## config.mk

```make
export PLATFORM = sky130hd
export DESIGN_NAME = mem_arbiter_flat
export DESIGN_NICKNAME = d
export VERILOG_FILES = /design/src/rtl/mem_arbiter_if.sv /design/src/rtl/mem_arbiter.sv /design/src/flat_wrapper.sv
export SDC_FILE = /design/constraint.sdc
export NUM_CORES = 1
export LEC_CHECK = 0
export CAP_MARGIN = 25
export CORE_AREA = 2 2 318 320
export CTS_CLUSTER_SIZE = 8
export DETAILED_ROUTE_END_ITERATION = 10
export DIE_AREA = 0 0 320 322
export REMOVE_ABC_BUFFERS = 1
export SLEW_MARGIN = 30
export SYNTH_ARGS = -nofsm -noshare
export SYNTH_HDL_FRONTEND = slang
export SYNTH_SLANG_ARGS = --single-unit
```

## constraint.sdc

```tcl
create_clock -name clk -period 1.5 [get_ports clk]
set_clock_uncertainty 0.1 [all_clocks]
set_input_delay 0.15 -clock clk [delete_from_list [all_inputs] [get_ports clk]]
set_output_delay 0.15 -clock clk [all_outputs]
set_load 0.02 [all_outputs]
```

## src/rtl/mem_arbiter_if.sv

```systemverilog
// ============================================================================
// Module      : mem_arbiter_if
// Description : Cache-side and memory-side line buses of the two-port arbiter.
// Revision    : 1.0 - initial release
// ============================================================================
`default_nettype none

interface mem_arbiter_if;

    // Instruction-cache side
    logic         i_pmem_read;
    logic         i_pmem_write;
    logic [15:0]  i_pmem_address;
    logic [127:0] i_pmem_wdata;
    logic [127:0] i_pmem_rdata;
    logic         i_pmem_resp;

    // Data-cache side
    logic         d_pmem_read;
    logic         d_pmem_write;
    logic [15:0]  d_pmem_address;
    logic [127:0] d_pmem_wdata;
    logic [127:0] d_pmem_rdata;
    logic         d_pmem_resp;

    // Physical memory side
    logic         pmem_read;
    logic         pmem_write;
    logic [15:0]  pmem_address;
    logic [127:0] pmem_wdata;
    logic [127:0] pmem_rdata;
    logic         pmem_resp;

    // Arbiter view
    modport slave (
        input  i_pmem_read, i_pmem_write, i_pmem_address, i_pmem_wdata,
        output i_pmem_rdata, i_pmem_resp,
        input  d_pmem_read, d_pmem_write, d_pmem_address, d_pmem_wdata,
        output d_pmem_rdata, d_pmem_resp,
        output pmem_read, pmem_write, pmem_address, pmem_wdata,
        input  pmem_rdata, pmem_resp
    );

    // Environment view: caches and memory together
    modport master (
        output i_pmem_read, i_pmem_write, i_pmem_address, i_pmem_wdata,
        input  i_pmem_rdata, i_pmem_resp,
        output d_pmem_read, d_pmem_write, d_pmem_address, d_pmem_wdata,
        input  d_pmem_rdata, d_pmem_resp,
        input  pmem_read, pmem_write, pmem_address, pmem_wdata,
        output pmem_rdata, pmem_resp
    );

endinterface

`default_nettype wire

```

## src/rtl/mem_arbiter.sv

```systemverilog
// ============================================================================
// Module      : mem_arbiter
// Description : Round-robin arbiter sharing one physical memory port between
//               an instruction cache and a data cache.
// Revision    : 1.0 - initial release
// ============================================================================
`default_nettype none

module mem_arbiter (
    input  wire logic   clk,
    input  wire logic   rst,
    mem_arbiter_if.slave bus
);

    typedef enum logic [1:0] {
        IDLE    = 2'd0,
        GRANT_I = 2'd1,
        GRANT_D = 2'd2
    } state_t;

    localparam logic SIDE_I = 1'b0;
    localparam logic SIDE_D = 1'b1;

    state_t state;
    logic   last_grant;

    logic req_i;
    logic req_d;

    logic         mem_read;
    logic         mem_write;
    logic [15:0]  mem_address;
    logic [127:0] mem_wdata;
    logic         resp_i;
    logic         resp_d;

    assign req_i = bus.i_pmem_read | bus.i_pmem_write;
    assign req_d = bus.d_pmem_read | bus.d_pmem_write;

    // A grant ends either on memory completion (which updates the fairness
    // pointer) or when its requester withdraws (which leaves it untouched).
    always_ff @(posedge clk) begin
        if (rst) begin
            state      <= IDLE;
            last_grant <= SIDE_D;
        end else begin
            case (state)
                IDLE: begin
                    if (req_i && req_d) begin
                        state <= (last_grant == SIDE_I) ? GRANT_D : GRANT_I;
                    end else if (req_i) begin
                        state <= GRANT_I;
                    end else if (req_d) begin
                        state <= GRANT_D;
                    end
                end
                GRANT_I: begin
                    if (bus.pmem_resp) begin
                        state      <= IDLE;
                        last_grant <= SIDE_I;
                    end else if (!req_i) begin
                        state <= IDLE;
                    end
                end
                GRANT_D: begin
                    if (bus.pmem_resp) begin
                        state      <= IDLE;
                        last_grant <= SIDE_D;
                    end else if (!req_d) begin
                        state <= IDLE;
                    end
                end
                default: begin
                    state <= IDLE;
                end
            endcase
        end
    end

    // Writes win over reads when a cache raises both strobes at once.
    always_comb begin
        mem_read    = 1'b0;
        mem_write   = 1'b0;
        mem_address = 16'h0000;
        mem_wdata   = 128'h0;
        resp_i      = 1'b0;
        resp_d      = 1'b0;
        case (state)
            GRANT_I: begin
                mem_write   = bus.i_pmem_write;
                mem_read    = bus.i_pmem_read & ~bus.i_pmem_write;
                mem_address = bus.i_pmem_address;
                mem_wdata   = bus.i_pmem_wdata;
                resp_i      = bus.pmem_resp;
            end
            GRANT_D: begin
                mem_write   = bus.d_pmem_write;
                mem_read    = bus.d_pmem_read & ~bus.d_pmem_write;
                mem_address = bus.d_pmem_address;
                mem_wdata   = bus.d_pmem_wdata;
                resp_d      = bus.pmem_resp;
            end
            default: begin
            end
        endcase
        // Reset silences the memory port even before the state register clears.
        if (rst) begin
            mem_read    = 1'b0;
            mem_write   = 1'b0;
            mem_address = 16'h0000;
            mem_wdata   = 128'h0;
            resp_i      = 1'b0;
            resp_d      = 1'b0;
        end
    end

    assign bus.pmem_read    = mem_read;
    assign bus.pmem_write   = mem_write;
    assign bus.pmem_address = mem_address;
    assign bus.pmem_wdata   = mem_wdata;
    assign bus.i_pmem_resp  = resp_i;
    assign bus.d_pmem_resp  = resp_d;
    assign bus.i_pmem_rdata = bus.pmem_rdata;
    assign bus.d_pmem_rdata = bus.pmem_rdata;

endmodule

`default_nettype wire

```

## src/flat_wrapper.sv

```systemverilog
// flat-port wrapper written by rule: the top's interface ports become plain ports
module mem_arbiter_flat 
  (clk, rst, bus_i_pmem_read, bus_i_pmem_write, bus_i_pmem_address, bus_i_pmem_wdata, bus_i_pmem_rdata, bus_i_pmem_resp, bus_d_pmem_read, bus_d_pmem_write, bus_d_pmem_address, bus_d_pmem_wdata, bus_d_pmem_rdata, bus_d_pmem_resp, bus_pmem_read, bus_pmem_write, bus_pmem_address, bus_pmem_wdata, bus_pmem_rdata, bus_pmem_resp);
  mem_arbiter_if bus_i ();
  input  wire logic clk;
  input  wire logic rst;
  input wire logic [$bits(bus_i.i_pmem_read)-1:0] bus_i_pmem_read;
  input wire logic [$bits(bus_i.i_pmem_write)-1:0] bus_i_pmem_write;
  input wire logic [$bits(bus_i.i_pmem_address)-1:0] bus_i_pmem_address;
  input wire logic [$bits(bus_i.i_pmem_wdata)-1:0] bus_i_pmem_wdata;
  output wire logic [$bits(bus_i.i_pmem_rdata)-1:0] bus_i_pmem_rdata;
  output wire logic [$bits(bus_i.i_pmem_resp)-1:0] bus_i_pmem_resp;
  input wire logic [$bits(bus_i.d_pmem_read)-1:0] bus_d_pmem_read;
  input wire logic [$bits(bus_i.d_pmem_write)-1:0] bus_d_pmem_write;
  input wire logic [$bits(bus_i.d_pmem_address)-1:0] bus_d_pmem_address;
  input wire logic [$bits(bus_i.d_pmem_wdata)-1:0] bus_d_pmem_wdata;
  output wire logic [$bits(bus_i.d_pmem_rdata)-1:0] bus_d_pmem_rdata;
  output wire logic [$bits(bus_i.d_pmem_resp)-1:0] bus_d_pmem_resp;
  output wire logic [$bits(bus_i.pmem_read)-1:0] bus_pmem_read;
  output wire logic [$bits(bus_i.pmem_write)-1:0] bus_pmem_write;
  output wire logic [$bits(bus_i.pmem_address)-1:0] bus_pmem_address;
  output wire logic [$bits(bus_i.pmem_wdata)-1:0] bus_pmem_wdata;
  input wire logic [$bits(bus_i.pmem_rdata)-1:0] bus_pmem_rdata;
  input wire logic [$bits(bus_i.pmem_resp)-1:0] bus_pmem_resp;
  assign bus_i.i_pmem_read = bus_i_pmem_read;
  assign bus_i.i_pmem_write = bus_i_pmem_write;
  assign bus_i.i_pmem_address = bus_i_pmem_address;
  assign bus_i.i_pmem_wdata = bus_i_pmem_wdata;
  assign bus_i_pmem_rdata = bus_i.i_pmem_rdata;
  assign bus_i_pmem_resp = bus_i.i_pmem_resp;
  assign bus_i.d_pmem_read = bus_d_pmem_read;
  assign bus_i.d_pmem_write = bus_d_pmem_write;
  assign bus_i.d_pmem_address = bus_d_pmem_address;
  assign bus_i.d_pmem_wdata = bus_d_pmem_wdata;
  assign bus_d_pmem_rdata = bus_i.d_pmem_rdata;
  assign bus_d_pmem_resp = bus_i.d_pmem_resp;
  assign bus_pmem_read = bus_i.pmem_read;
  assign bus_pmem_write = bus_i.pmem_write;
  assign bus_pmem_address = bus_i.pmem_address;
  assign bus_pmem_wdata = bus_i.pmem_wdata;
  assign bus_i.pmem_rdata = bus_pmem_rdata;
  assign bus_i.pmem_resp = bus_pmem_resp;
  mem_arbiter u_core (.clk(clk), .rst(rst), .bus(bus_i));
endmodule
```

==> results <==
- The run finished, with violations left.
- The final reports fail on negative setup slack.
- The total placed instance area is 9670 sq um.
- The layout-stage area growth over the synthesis result is 191%.
- The average instance in the mapped netlist occupies 6.51 sq um.
- The number of placement rows is about 120.
- The worst setup path is launched from a flop.
- Setup repair after global routing could not meet its margin everywhere.
- After clock tree synthesis, the flow added hold-fix buffers numbering 0.
- The most common cell in the synthesized netlist is sky130_fd_sc_hd__buf_4.
- The proportion of layout cells with a drive suffix above 1 is 60.0%.
- TritonCTS built the clock tree.
- Detailed placement finished with a half-perimeter wire length of between 70000 and 80000 microns.
- The required time of the critical path is 1.25 ns.
- Of all nets on the critical path, the largest fanout is 8.
- Power spread over the standard cell area amounts to 516 nW/um^2.
- In this run, distinct cell masters in the synthesized netlist total 22.
- The number of buffers inserted during clock tree synthesis is 3.
- Yosys mapped a number of flops with a built-in enable equal to 0.
- After floorplanning, the core was sized to cover 99600 sq um.
- The number of register bits inferred by synthesis is 3.
- The data arrival time of the worst path is just under 2 ns.
- Global routing consumed, over all layers together, 16.2% of the routing resources.
- The final layout contains between 1000 and 1500 nets.
- Across the VDD grid, the largest voltage drop is 358 uV.
- The die covers 103000 sq um.
- The worst hold slack is 0.201 ns.
- The worst hold path belongs to the class input pin to output port.
- The first routing iteration left roughly 270 violations.
- The number of slew-limit violations in the final report is 0.
- The aggregate routed wire length is 87300 microns.
- With fillers left out, the area of the finished cells amounts to around 12000 sq um.
- The clock passes through at most 2 buffers.
- In this run the number of H-tree levels came out at 1.
- Ranked by total cell area, the synthesized netlist is headed by sky130_fd_sc_hd__buf_4 47%, sky130_fd_sc_hd__a22oi_1 27%, sky130_fd_sc_hd__nor2_1 14%.
- The worst path in the final design needs a cycle of between 2 and 2.5 ns, including I/O delays and setup.
- The part of the Yosys area used for sequential elements is under 10%.
- In this run the tightest slew margin relative to its limit is approximately 76%.
- The cell type with the highest aggregate area in the netlist is sky130_fd_sc_hd__buf_4.
- 827 I/O pins were placed.
- The average wire length per cell after detail routing is roughly 39 microns.
- The root cell of the clock tree is sky130_fd_sc_hd__clkbuf_16.
- In this run the cell area of the synthesized design comes to 4070 sq um.
- After detailed routing, the number of remaining DRC violations is 0.
- The final-report hold violation count is 0.
- For this block, the via count after detailed routing is 6522.
- The die height is 322 microns.
- The number of violations of the max-capacitance limit is 0.
- The first TritonRoute pass finished after 5 iterations.
- The final critical-path share of the clock period is 146%.
- The number of routed nets with antenna violations is 0.
- The most used flip-flop cell after synthesis is sky130_fd_sc_hd__dfxtp_1.
- The number of warnings reported in the yosys synthesis log is 0.
- Clock-pin slew was measured on the worst setup and hold paths at 0.03 ns.
- The starting utilization of the core area is 4.09%.
- For the pin with the worst max-slew slack, the measured transition is 0.356 ns.
- The width of the chip is 320 microns.
- The critical path endpoint category is an output port.
- At the end of routability-driven placement, the weighted congestion stood at 0.783.
- The type of the worst setup path is flop to output port.
- Setup violations remaining at the end of the flow were counted as roughly 150.
- The synthesized design devotes to its leading area cell type 47.4% of total area.
- The average via count per standard cell is 2.95.
- The achievable clock frequency is about 460 MHz.
- Sorting the synthesized cells by how often they occur yields 257 x sky130_fd_sc_hd__buf_4, 147 x sky130_fd_sc_hd__nor2_1, 145 x sky130_fd_sc_hd__a22oi_1.
- The first global-routing pass estimated 101000 microns of wire.
- The remaining global-route overflow is 0.
- Port buffering added between 400 and 500 buffers.
- The via count of the first global-routing pass was between 6000 and 7000.
- The number of antenna violations at the first check in global routing came to 5.
- The slack of the worst reg-to-reg path is -0.30 ns.
- The post-layout worst setup margin is -0.691 ns.
- In the synthesized netlist the async set-or-reset flop fraction comes to 0%.
- The maximum number of pins on one net before global-route repair is 31.
- The clock latency on the worst-skew pair is 0.23 ns.
- The leakage power is between 3 and 4 nW.
- The clock sink total is 3.
- The gate count after technology mapping is 625.
## flip-flops by register name (all words and copies together), names as in the netlist
signal,flops
u_core.state,2
u_core.last_grant,1
## worst max-delay path: stages (launching register included)
cell	delay, ns
sky130_fd_sc_hd__dfxtp_2	0.32
sky130_fd_sc_hd__buf_6	0.12
sky130_fd_sc_hd__ha_4	0.16
sky130_fd_sc_hd__buf_12	0.15
sky130_fd_sc_hd__buf_12	0.15
sky130_fd_sc_hd__buf_8	0.13
sky130_fd_sc_hd__buf_12	0.13
sky130_fd_sc_hd__a22oi_2	0.20
sky130_fd_sc_hd__buf_6	0.15
sky130_fd_sc_hd__nor2_2	0.05
sky130_fd_sc_hd__buf_12	0.13
## repair_timing
item                                    4_1_cts  5_1_grt
cloned                                        8        3
setup buffers                                25       16
resized for setup                           492      190
hold endpoints to repair                      0        0
pin swaps                                    25       44
endpoints found under the setup margin      151      151
## cell usage in the layout (no fill, tap or decap), drive strengths merged
cell type        n
nand2b           1
buf            292
o22ai            1
dfxtp            3
clkbuf           7
a22oi          145
nand2            3
a311o            1
nor3b            2
ha               4
clkdlybuf4s50  294
a221o            1
or2b             2
nor2           148
inv              2
mux2i            2
diode            3
or3b             1
o22a             1
nand3b           1
and3b            2
## per-layer routing
metal  global-route usage (%)  share of wire, %  routed length (microns)  up-vias
met1                     18.6                40                    34900     3008
met2                     20.9                37                    31900      926
li1                         -                 -                        -     2469
met4                     2.50               1.5                     1320       27
met3                     15.5                21                    18000       92
met5                     8.04               1.3                     1150        -
## layout make-up
class / count / area, sq um
flip-flops and latches: 3 / 62.6
clock buffers: 4 / 78.8
multi-input cells: 315 / 3030
inverters: 2 / 10.0
repair buffers: 589 / 7030
well taps: 1298 / 1620
diodes: 3 / 7.51
fillers: 11400 / 87700
## cells by family (layout without fill, tap and decap cells)
logic type      Yosys count  after routing  share of synthesized area, %
buf+inv                 307            595                          53.4
simple gates            160            160                          15.8
compound gates          149            149                          27.7
fa+ha+maj                 4              4                          1.23
flops                     3              3                          1.48
mux                       2              2                         0.492
other cells               0              3                             0
## per-stage QoR
step                worst slack, ns  setup TNS, ns  utilization (%)  cells  power, mW
finish                       -0.691         -78.05             11.9   2214       6.11
global route                 -0.739         -86.43             11.9   2213       6.48
CTS                          -0.733         -82.69             11.1   2195       5.73
detailed placement           -0.796         -98.28             9.71   2160       4.25
global placement             -0.769         -94.31             9.71   2160       4.25
floorplan                     -2.44        -360.10                -    320       1.25
## power breakdown
part / internal [mW] / leakage (nW) / switching, mW / total [mW]
clock network: 0.350 / 0.0382 / 0.0699 / 0.420
logic: 2.89 / 3.64 / 2.70 / 5.59
registers: 0.0934 / 0.0254 / 0.0102 / 0.104
## final timing paths
check,start,to,cells after the start
setup / recovery,u_core.state[1],bus_pmem_wdata[3],10
setup reg to reg,u_core.state[1],u_core.last_grant,8
hold reg to reg,u_core.last_grant,u_core.last_grant,1
hold / removal,bus_pmem_rdata[96],bus_i_pmem_rdata[96],0
No activity file was read; power rests on OpenSTA's default activity.
